[src/rtl/mc_controller.sv]
// Multicycle control FSM: sequences fetch/decode/execute/memory/writeback
// and produces the ALU function code. Optional MC_CTRL_ILLEGAL_TRAP_EN
// sends unknown instructions to a HALT state instead of treating them as NOPs.
module mc_controller (
    input  logic       clk,
    input  logic       reset,
    input  logic [5:0] op,
    input  logic [5:0] funct,
    input  logic       zero,
    input  logic       mem_ready,
    output logic       pcen,
    output logic       iord,
    output logic       memwrite,
    output logic       irwrite,
    output logic       regdst,
    output logic       memtoreg,
    output logic       regwrite,
    output logic       alusrca,
    output logic [2:0] alusrcb,
    output logic [1:0] pcsrc,
    output logic [3:0] alucontrol,
    output logic       illegal,
    output logic [3:0] state
);

    typedef enum logic [3:0] {
        FETCH   = 4'd0,
        DECODE  = 4'd1,
        MEMADR  = 4'd2,
        MEMRD   = 4'd3,
        MEMWB   = 4'd4,
        MEMWR   = 4'd5,
        RTYPEEX = 4'd6,
        ALUWB   = 4'd7,
        BRANCH  = 4'd8,
        IMMEX   = 4'd9,
        IMMWB   = 4'd10,
        JUMP    = 4'd11,
        HALT    = 4'd12
    } state_t;

    localparam logic [5:0] OP_RT   = 6'b000000;
    localparam logic [5:0] OP_J    = 6'b000010;
    localparam logic [5:0] OP_BEQ  = 6'b000100;
    localparam logic [5:0] OP_BLEZ = 6'b000110;
    localparam logic [5:0] OP_ADDI = 6'b001000;
    localparam logic [5:0] OP_ORI  = 6'b001101;
    localparam logic [5:0] OP_XORI = 6'b001110;
    localparam logic [5:0] OP_LUI  = 6'b001111;
    localparam logic [5:0] OP_LW   = 6'b100011;
    localparam logic [5:0] OP_SW   = 6'b101011;

    // Destination for unrecognised op/funct codes
`ifdef MC_CTRL_ILLEGAL_TRAP_EN
    localparam state_t BAD_ST = HALT;
`else
    localparam state_t BAD_ST = FETCH;
`endif

    state_t cur;
    state_t nxt;

    logic       fok;
    logic [3:0] fctl;

    logic pcen_s;
    logic irwrite_s;
    logic memwrite_s;
    logic regwrite_s;

    // R-type funct to ALU code; fok flags a known funct
    always_comb begin
        fok  = 1'b1;
        fctl = 4'b0000;
        case (funct)
            6'b100000: fctl = 4'b0010;
            6'b100010: fctl = 4'b0110;
            6'b100100: fctl = 4'b0000;
            6'b100101: fctl = 4'b0001;
            6'b101010: fctl = 4'b0111;
            6'b100110: fctl = 4'b1001;
            6'b000000: fctl = 4'b0011;
            6'b000010: fctl = 4'b1100;
            6'b000110: fctl = 4'b1011;
            default:   fok  = 1'b0;
        endcase
    end

    // Next-state selection, including memory stalls and op dispatch
    always_comb begin
        nxt = FETCH;
        case (cur)
            FETCH:   nxt = mem_ready ? DECODE : FETCH;
            DECODE: begin
                case (op)
                    OP_LW, OP_SW:       nxt = MEMADR;
                    OP_RT:              nxt = RTYPEEX;
                    OP_BEQ, OP_BLEZ:    nxt = BRANCH;
                    OP_ADDI, OP_ORI,
                    OP_XORI, OP_LUI:    nxt = IMMEX;
                    OP_J:               nxt = JUMP;
                    default:            nxt = BAD_ST;
                endcase
            end
            MEMADR: begin
                if (op == OP_SW)
                    nxt = MEMWR;
                else if (op == OP_LW)
                    nxt = MEMRD;
                else
                    nxt = FETCH;
            end
            MEMRD:   nxt = mem_ready ? MEMWB : MEMRD;
            MEMWB:   nxt = FETCH;
            MEMWR:   nxt = mem_ready ? FETCH : MEMWR;
            RTYPEEX: nxt = fok ? ALUWB : BAD_ST;
            ALUWB:   nxt = FETCH;
            BRANCH:  nxt = FETCH;
            IMMEX:   nxt = IMMWB;
            IMMWB:   nxt = FETCH;
            JUMP:    nxt = FETCH;
            HALT:    nxt = BAD_ST;
            default: nxt = FETCH;
        endcase
    end

    // State register; reset drops straight back to FETCH
    always_ff @(posedge clk or negedge reset) begin
        if (!reset)
            cur <= FETCH;
        else
            cur <= nxt;
    end

    // Moore output decode with the handshake-gated strobes
    always_comb begin
        pcen_s     = 1'b0;
        irwrite_s  = 1'b0;
        memwrite_s = 1'b0;
        regwrite_s = 1'b0;
        iord       = 1'b0;
        regdst     = 1'b0;
        memtoreg   = 1'b0;
        alusrca    = 1'b0;
        alusrcb    = 3'b000;
        pcsrc      = 2'b00;
        alucontrol = 4'b0000;
        illegal    = 1'b0;
        case (cur)
            FETCH: begin
                alusrcb    = 3'b001;
                alucontrol = 4'b0010;
                pcen_s     = mem_ready;
                irwrite_s  = mem_ready;
            end
            DECODE: begin
                alusrcb    = 3'b011;
                alucontrol = 4'b0010;
            end
            MEMADR: begin
                alusrca    = 1'b1;
                alusrcb    = 3'b010;
                alucontrol = 4'b0010;
            end
            MEMRD: iord = 1'b1;
            MEMWB: begin
                memtoreg   = 1'b1;
                regwrite_s = 1'b1;
            end
            MEMWR: begin
                iord       = 1'b1;
                memwrite_s = 1'b1;
            end
            RTYPEEX: begin
                alusrca    = 1'b1;
                alucontrol = fctl;
            end
            ALUWB: begin
                regdst     = 1'b1;
                regwrite_s = 1'b1;
            end
            BRANCH: begin
                alusrca = 1'b1;
                pcsrc   = 2'b01;
                pcen_s  = zero;
                if (op == OP_BEQ)
                    alucontrol = 4'b0110;
                else if (op == OP_BLEZ)
                    alucontrol = 4'b1010;
            end
            IMMEX: begin
                alusrca = 1'b1;
                case (op)
                    OP_ADDI: begin
                        alusrcb    = 3'b010;
                        alucontrol = 4'b0010;
                    end
                    OP_ORI: begin
                        alusrcb    = 3'b100;
                        alucontrol = 4'b0001;
                    end
                    OP_XORI: begin
                        alusrcb    = 3'b100;
                        alucontrol = 4'b1001;
                    end
                    OP_LUI: begin
                        alusrcb    = 3'b100;
                        alucontrol = 4'b1000;
                    end
                    default: ;
                endcase
            end
            IMMWB: regwrite_s = 1'b1;
            JUMP: begin
                pcsrc  = 2'b10;
                pcen_s = 1'b1;
            end
            HALT: illegal = 1'b1;
            default: ;
        endcase
    end

    // Write strobes are suppressed the instant reset asserts
    assign pcen     = pcen_s & reset;
    assign irwrite  = irwrite_s & reset;
    assign memwrite = memwrite_s & reset;
    assign regwrite = regwrite_s & reset;
    assign state    = cur;

endmodule

[config.mk]
export PLATFORM = sky130hd
export DESIGN_NAME = mc_controller
export DESIGN_NICKNAME = d
export VERILOG_FILES = /design/src/rtl/mc_controller.sv
export SDC_FILE = /design/constraint.sdc
export NUM_CORES = 1
export LEC_CHECK = 0
export BUFFER_PORTS_ARGS = -buffer_cell sky130_fd_sc_hd__buf_2
export CORE_MARGIN = 8
export CORE_UTILIZATION = 45
export DETAILED_ROUTE_END_ITERATION = 7
export GPL_TIMING_DRIVEN = 0
export PLACE_DENSITY = 0.79
export SYNTH_ARGS = -nofsm -noshare
export SYNTH_HDL_FRONTEND = slang
export SYNTH_SLANG_ARGS = --single-unit
export TNS_END_PERCENT = 5
[constraint.sdc]
create_clock -name clk -period 1.6 [get_ports clk]
set_input_delay 0 -clock clk [delete_from_list [all_inputs] [get_ports clk]]
set_output_delay 0 -clock clk [all_outputs]
set_load 0.01 [all_outputs]
# Word-level counts from Yosys, hierarchy flattened
# Index checks and enable logic that the tools add are counted.
[word_totals]
elab_cells = 72
reg_bits = 4
out_inout_bits = 22
[classes]
bitwise = 4
eq_ne = 29
n_mux = 26
n_reduce_logical = 12
[op_table]
columns = ["op", "count"]
rows = [
  ["$eq A6 B6 Y1 const B", 8],
  ["$pmux W4 S4", 2],
  ["$pmux W4 S8", 1],
  ["$pmux W4 S7", 1],
  ["$eq A6 B4 Y1 const B", 4],
  ["$eq A4 B4 Y1 const B", 5],
  ["$pmux W4 S5", 1],
  ["$eq A6 B3 Y1 const B", 3],
  ["$eq A4 B3 Y1 const B", 4],
  ["$eq A6 B2 Y1 const B", 2],
  ["$logic_not A6 Y1", 2],
  ["$mux W3", 4],
  ["$pmux W3 S4", 1],
  ["$mux W1", 10],
  ["$reduce_or A3 Y1", 3],
  ["$reduce_or A9 Y1", 1],
  ["$eq A4 B2 Y1 const B", 2],
  ["$mux W4", 2],
  ["$reduce_or A4 Y1", 2],
  ["$pmux W3 S2", 1],
  ["$reduce_or A2 Y1", 3],
  ["$and A1 B1 Y1", 4],
  ["$eq A4 B1 Y1 const B", 1],
  ["$logic_not A4 Y1", 1],
  ["other kinds (3)", 3],
]

# Longest topological paths before layout
# Gate-level depths: netlist of the first run.
[depth]
word_depth = 5
depth_mapped = 5

# Worst setup path before layout of the first run
# No wires, ideal clock.
[synth_timing]
path_kind = "register to output"
startpoint = "reg cur[1], in the netlist state[1]"
endpoint = "out alucontrol[2]"
path_slack_ns = 0.064
t_arrival_ns = 1.536
path_buffers = 0
t_required_ns = 1.600
stages_incl_launch_ff = 4
path_cell_list = "dfrtp_1 > nor4b_1 > nand4_1 > o21ai_0"
[synth_between]
elab_chain_len = 3
elab_cells_between_ends = 8
classes_between = "5 x eq/ne; 1 x mux; 2 x reduce/logical"
[synth_rtl]
columns = ["element", "line", "text"]
rows = [
  ["start, declared", "60", "state_t cur;"],
  ["start signal, assigned", "132", "cur <= nxt;"],
  ["$eq A4 B2 Y1, or another cell as far along", "149", "case (cur)"],
  ["$reduce_or A3 Y1 (no source line)", "--", ""],
  ["$pmux W4 S4 (*)", "149", ""],
  ["end, declared", "21", "output logic [3:0] alucontrol,"],
]
# Mark *: on every way between the ends. The rest lies on a longest branch, timed or not.

# Final worst setup path of the first run
[layout_timing]
startpoint = "reg cur[3], in the netlist state[3]"
endpoint = "out alucontrol[2]"
# Same word-level chain as after synthesis.

==> metrics.md, run 1 <==
| Metric | Value |
|---|---|
| Max FFs per register | 4 |
| FF-to-FF Start | state[2]$_DFF_PN0_ |
| Buffers added on ports | 36 |
| Vias per cell | 6.199 |
| Crit. End Element | output port |
| Global Route met3 Usage | 0.04878 |
| RD Place Congestion | 0.8910 |
| Most frequent cells in the layout | buf_2, nor2_1, nor3_1 |
| Sequential Area | 105.1 µm² |
| Cell variety after synth | 41 |
| First-pass GRT wire length | 4788 µm |
| Ys Warns | 0 |
| CTS tree | built |
| Final setup fails | 3 |
| Hold crit path type | primary input to async pin |
| Clock latency at the later pin of the worst-skew pair | 0.24 ns |
| CTS Buf Count | 3 |
| Initial antenna violation count | 0 |
| Die boundary height | 57.05 µm |
| CTS H-tree depth | 1 |
| Post-Route WL | 2961 µm |
| Relative slew margins | 0.7076 |
| Setup ws final | -0.03703 ns |
| Num rows | 15 |
| MaxCap Viol Count | 0 |
| Final nets | 177 |
| Clk root buf | clkbuf_4 |
| Fill count | 153 |
| Worst Setup Path Type | flip-flop to output port |
| Post-synthesis sequential area ratio | 0.1320 |
| Setup crit start kind | flip-flop |
| GRT Total Usage | 0.1704 |
| Final Hold Fails | 0 |
| Leak Pwr | 0.5093 nW |
| Syn Inst Count | 115 |
| DRT Pass-1 Iters | 4 |
| Worst-path maximum fanout | 7 |
| Core area | 0.001652 mm² |
| Vias | 1,091 |
| CTS max path bufs | 2 |
| Layout cells sized above 1 | 0.4088 |
| DRC violations left | 0 |
| Initial Utilization | 0.4591 |
| Synth Flop Type | dfrtp_1 |
| Clock transition at path regs | 0.04 ns |
| Total clock sinks | 4 |
| Worst EP required | 1.60 ns |
| F_max | 610.9 MHz |
| Syn-to-layout area delta | 46.20% |
| Max-slew violations | 0 |
| Tightest Pin Transition | 0.4370 ns |
| RSZ-0062 raised after global routing | yes |
| Commonest non-fill, non-tap cell in the layout | buf_2 |
| Worst hold slack | 0.1226 ns |
| Routed Antenna Nets | 0 |
| Mapped Nets | 131 |
| Largest net degree at the start of global routing | 11 |
| Failing checks | setup timing |
| GR Layer Usage met1 | 0.2115 |
| Total die area | 0.003255 mm² |
| Crit path arrival time | 1.64 ns |
| Share of synthesized registers carrying an async set or reset | 1.000 |
| Area occupied by multi-input gates | 679.4 µm² |
| Initial DRC Count | 42 |
| Total grt overflow | 0 |
| FF-to-FF setup slack | 0 ns |
| # diodes | 0 |
| CP startpoint | state[3]$_DFF_PN0_ |
| Netlist Area Pre-Place | 758.2 µm² |
| Layout Skew | 0.004506 ns |
| Chip Width | 57.05 µm |
| Status | finished, violations left |
| Ports | 38 |
| Setup TNS | -0.08818 ns |
| Core Util, Final | 0.6712 |
| Met2 global-route usage | 0.2682 |
| Number of synthesized flops with an enable pin | 0 |
| Final HPWL DP | 2057 µm |
| Seq cells post-synth | 4 |
| Wire length per cell | 16.82 µm |
| Final Cycle Share | 1.023 |
| Total design power | 0.0005816 W |
| Peak VDD IR | 0.3856 mV |
| PwrDens | 524.7 mW/mm² |
| Final min period | 1.637 ns |
| Number of global-route vias before repair | 1,003 |
| GR peak layer | met2 |
| Mean Syn Cell Area | 6.593 µm² |
path summary, 6_finish.rpt:
kind	endpoint	cells past startpoint
max	alucontrol[2]	6
min	state[3]$_DFF_PN0_	2
max reg2reg	state[1]$_DFF_PN0_	5
min reg2reg	state[3]$_DFF_PN0_	2
max in group asynchronous	state[1]$_DFF_PN0_	2
min in group clk	state[0]$_DFF_PN0_	4
critical path: stages, from the launching register on:
cell and delay [ns]:
dfrtp_2 0.45, nand2b_4 0.20, nor4_4 0.30, buf_4 0.17, nand3_2 0.06, o21ai_1 0.07
buf_2 0.14
layer usage:
layer / wire length [µm] / part of all wire
met4: 36 / 0.012
met3: 217 / 0.073
met2: 1399 / 0.47
met1: 1309 / 0.44
met5: 0 / 0
synth_stat cells (3+ instances only):
library cell	count	share of area
nor2_1	18	0.089
a21oi_1	4	0.026
nand2b_1	7	0.058
buf_2	3	0.020
o21ai_0	4	0.026
nand3_1	6	0.040
o211ai_1	3	0.030
nand4_1	4	0.033
nor3_1	8	0.053
o31ai_1	3	0.030
dfrtp_1	4	0.13
nand2_1	3	0.015
inv_1	5	0.025
clkbuf_1	4	0.020
repair_timing:
item                       in CTS  in global routing
pin swaps                       1                  5
setup buffers                   0                  4
gates resized for setup        11                 15
cloned                          0                  0
hold buffers                    1                  0
hold endpoints to repair        4                  0
setup endpoints to repair       6                 10
through the flow:
stage               cells  setup WS [ns]  area, µm²
global route          176        -0.1000       1109
detailed placement    168       -0.01483      959.7
CTS                   172      -0.009625       1040
floorplan             115        0.06400      758.2
finish                176       -0.03703       1109
global placement      168        0.01157      959.7
layout make-up:
cell class	count	area share
Timing Repair Buffer	41	0.2020
Clock buffer	3	0.02032
Buffer	7	0.03386
Multi-Input combinational cell	99	0.6129
Inverter	5	0.01693
Tap cell	17	0.01919
Sequential cell	4	0.09481
where the power goes:
part,internal [W],total [W],switching [W]
Combinational,0.000135,0.000315,0.000179
Sequential,0.000113,0.000134,0.0000210
Clock,0.0000844,0.000133,0.0000487
Total,0.000332,0.000582,0.000249
cell families (layout without fill, tap and decap cells):
kind of cell | count (synthesis) | in the layout | synth area share
AO/OA/AOI/OAI | 29 | 29 | 0.2690
XOR/XNOR | 2 | 2 | 0.02311
buffers and inverters | 12 | 56 | 0.06435
flip-flops | 4 | 4 | 0.1320
multiplexers | 2 | 2 | 0.02805
AND/OR/NAND/NOR | 66 | 66 | 0.4835
No activity file was read; power rests on OpenSTA's default activity.
==> run 2: changes to the inputs <==
--- a/config.mk
+++ b/config.mk
@@ -11,6 +11,7 @@
 export DETAILED_ROUTE_END_ITERATION = 7
 export GPL_TIMING_DRIVEN = 0
 export PLACE_DENSITY = 0.79
+export REMOVE_ABC_BUFFERS = 1
 export SYNTH_ARGS = -nofsm -noshare
 export SYNTH_HDL_FRONTEND = slang
 export SYNTH_SLANG_ARGS = --single-unit
==> run 2 against run 1 <==
  * The run now ends clean
  * Die area unchanged
  * Routed wire length decreased by 5.4%
  * Clock skew increased by 0.00059 ns
  * Via count about the same
  * Hold slack got worse by 0.0059 ns
  * Largest cell class unchanged
==> metrics.md, run 2 (synthesis results as in run 1) <==
| Metric | Value |
|---|---|
| Status | finished clean |
| Total clock sinks | 4 |
| Final nets | 181 |
| Vias per cell | 6.067 |
| Layout Skew | 0.005098 ns |
| Crit path arrival time | 1.57 ns |
| RSZ-0062 raised after global routing | yes |
| Layout Cells excl Fill | 180 |
| Max-slew violations | 0 |
| Met2 global-route usage | 0.2651 |
| Initial Utilization | 0.4591 |
| Die boundary height | 57.05 µm |
| Total die area | 0.003255 mm² |
| Vias | 1,092 |
| Chip Width | 57.05 µm |
| Clock transition at path regs | 0.04 ns |
| CTS tree | built |
| Routed Antenna Nets | 0 |
| # diodes | 0 |
| Ports | 38 |
| Layout cells sized above 1 | 0.4417 |
| Initial antenna violation count | 0 |
| Most frequent cells in the layout | buf_2, nor2_1, buf_4 |
| Worst Setup Path Type | flip-flop to output port |
| Crit. End Element | output port |
| Leak Pwr | 0.5431 nW |
| Initial DRC Count | 39 |
| Hold crit path type | primary input to async pin |
| Global Route met3 Usage | 0.03991 |
| Core area | 0.001652 mm² |
| Max FFs per register | 4 |
| Total grt overflow | 0 |
| GR peak layer | met2 |
| Wire length per cell | 15.57 µm |
| Post-route cell area | 0.001167 mm² |
| Relative slew margins | 0.6602 |
| Total design power | 0.0005912 W |
| CTS Buf Count | 3 |
| Clock latency at the later pin of the worst-skew pair | 0.23 ns |
| Placed cell count | 162 |
| CTS max path bufs | 2 |
| Commonest non-fill, non-tap cell in the layout | buf_2 |
| Clk root buf | clkbuf_4 |
| MaxCap Viol Count | 0 |
| GR Layer Usage met1 | 0.1852 |
| Final HPWL DP | 1838 µm |
| Syn-to-layout area delta | 53.96% |
| DRC violations left | 0 |
| Final min period | 1.572 ns |
| DRT Pass-1 Iters | 4 |
| RD Place Congestion | 0.8635 |
| First-pass GRT wire length | 4429 µm |
| Peak VDD IR | 0.2617 mV |
| PwrDens | 506.4 mW/mm² |
| Setup ws final | 0.02760 ns |
| Placed inst area | 934.6 µm² |
| Tightest Pin Transition | 0.5054 ns |
| CTS H-tree depth | 1 |
| Final Hold Fails | 0 |
| Worst-path maximum fanout | 10 |
| Final Cycle Share | 0.9827 |
| Final setup fails | 0 |
| GRT Total Usage | 0.1571 |
| Post-Route WL | 2802 µm |
| Pre-CTS WS | -0.1395 ns |
| Worst EP required | 1.60 ns |
| Setup crit start kind | flip-flop |
| F_max | 636.0 MHz |
| Buffers added on ports | 37 |
| Worst hold slack | 0.1167 ns |
| Number of global-route vias before repair | 1,039 |
| Largest net degree at the start of global routing | 12 |
| Num rows | 15 |
[run 2: cell count changes in the layout (fill, tap and decap cells not counted), sizes merged]
cell / previous run / this run
clkbuf: 7 / 3
buf: 43 / 51
[run 2: power by group]
| group | internal [W] | leakage (nW) | switching, W |
|---|---|---|---|
| clock | 0.0000837 | 0.0138 | 0.0000391 |
| sequential | 0.000113 | 0.0479 | 0.0000238 |
| combinational | 0.000154 | 0.481 | 0.000177 |
| total | 0.000351 | 0.543 | 0.000240 |
[run 2: worst max-delay path, stage by stage (launching register included)]
cell and delay (ns):
dfrtp_2 0.42, buf_4 0.20, nand2b_1 0.10, mux2_2 0.27, nor2_1 0.11, o21a_1 0.12, buf_2 0.13
[run 2: worst paths after layout]
kind,startpoint,cells after the start,to,slack [ns]
worst max-delay path,state[3]$_DFF_PN0_,6,regwrite,0.03
worst min-delay path,reset,2,state[2]$_DFF_PN0_,0.12
worst max register to register,state[2]$_DFF_PN0_,6,state[0]$_DFF_PN0_,0.06
worst min register to register,state[3]$_DFF_PN0_,3,state[3]$_DFF_PN0_,0.80
max in group asynchronous,reset,2,state[0]$_DFF_PN0_,1.32
min in group clk,mem_ready,3,state[1]$_DFF_PN0_,0.18
[run 2: timing repair]
| item | 4_1_cts | 5_1_grt |
|---|---|---|
| hold buffers | 1 | 0 |
| gates resized for setup | 11 | 13 |
| buffers inserted | 10 | 4 |
| pin swaps | 0 | 1 |
| endpoints found under the hold margin | 4 | 0 |
| endpoints found under the setup margin | 9 | 8 |
| gates cloned | 0 | 0 |
[run 2: layout make-up]
cell class	count	area (µm²)
Clock buffer	3	22.52
Multi-Input combinational cell	99	695.7
Fill cell	147	484.2
Tap cell	17	21.27
Sequential cell	4	105.1
Timing Repair Buffer	52	304.0
Inverter	5	18.77
[run 2: per-layer routing]
| layer | vias up | part of all wire |
|---|---|---|
| met5 | - | 0 |
| met4 | 0 | 0.015 |
| met3 | 4 | 0.084 |
| met2 | 56 | 0.49 |
| met1 | 498 | 0.41 |
| li1 | 534 | - |
[run 2: per-stage QoR]
stage | TNS (ns) | utilization
4_1_cts | 0 | 0.6561
5_1_grt | -0.1855 | 0.7068
6_report | 0 | 0.7068
3_3_place_gp | -0.3109 | 0.5659
3_5_place_dp | -0.4933 | 0.5659
2_1_floorplan | -0.04641 | -
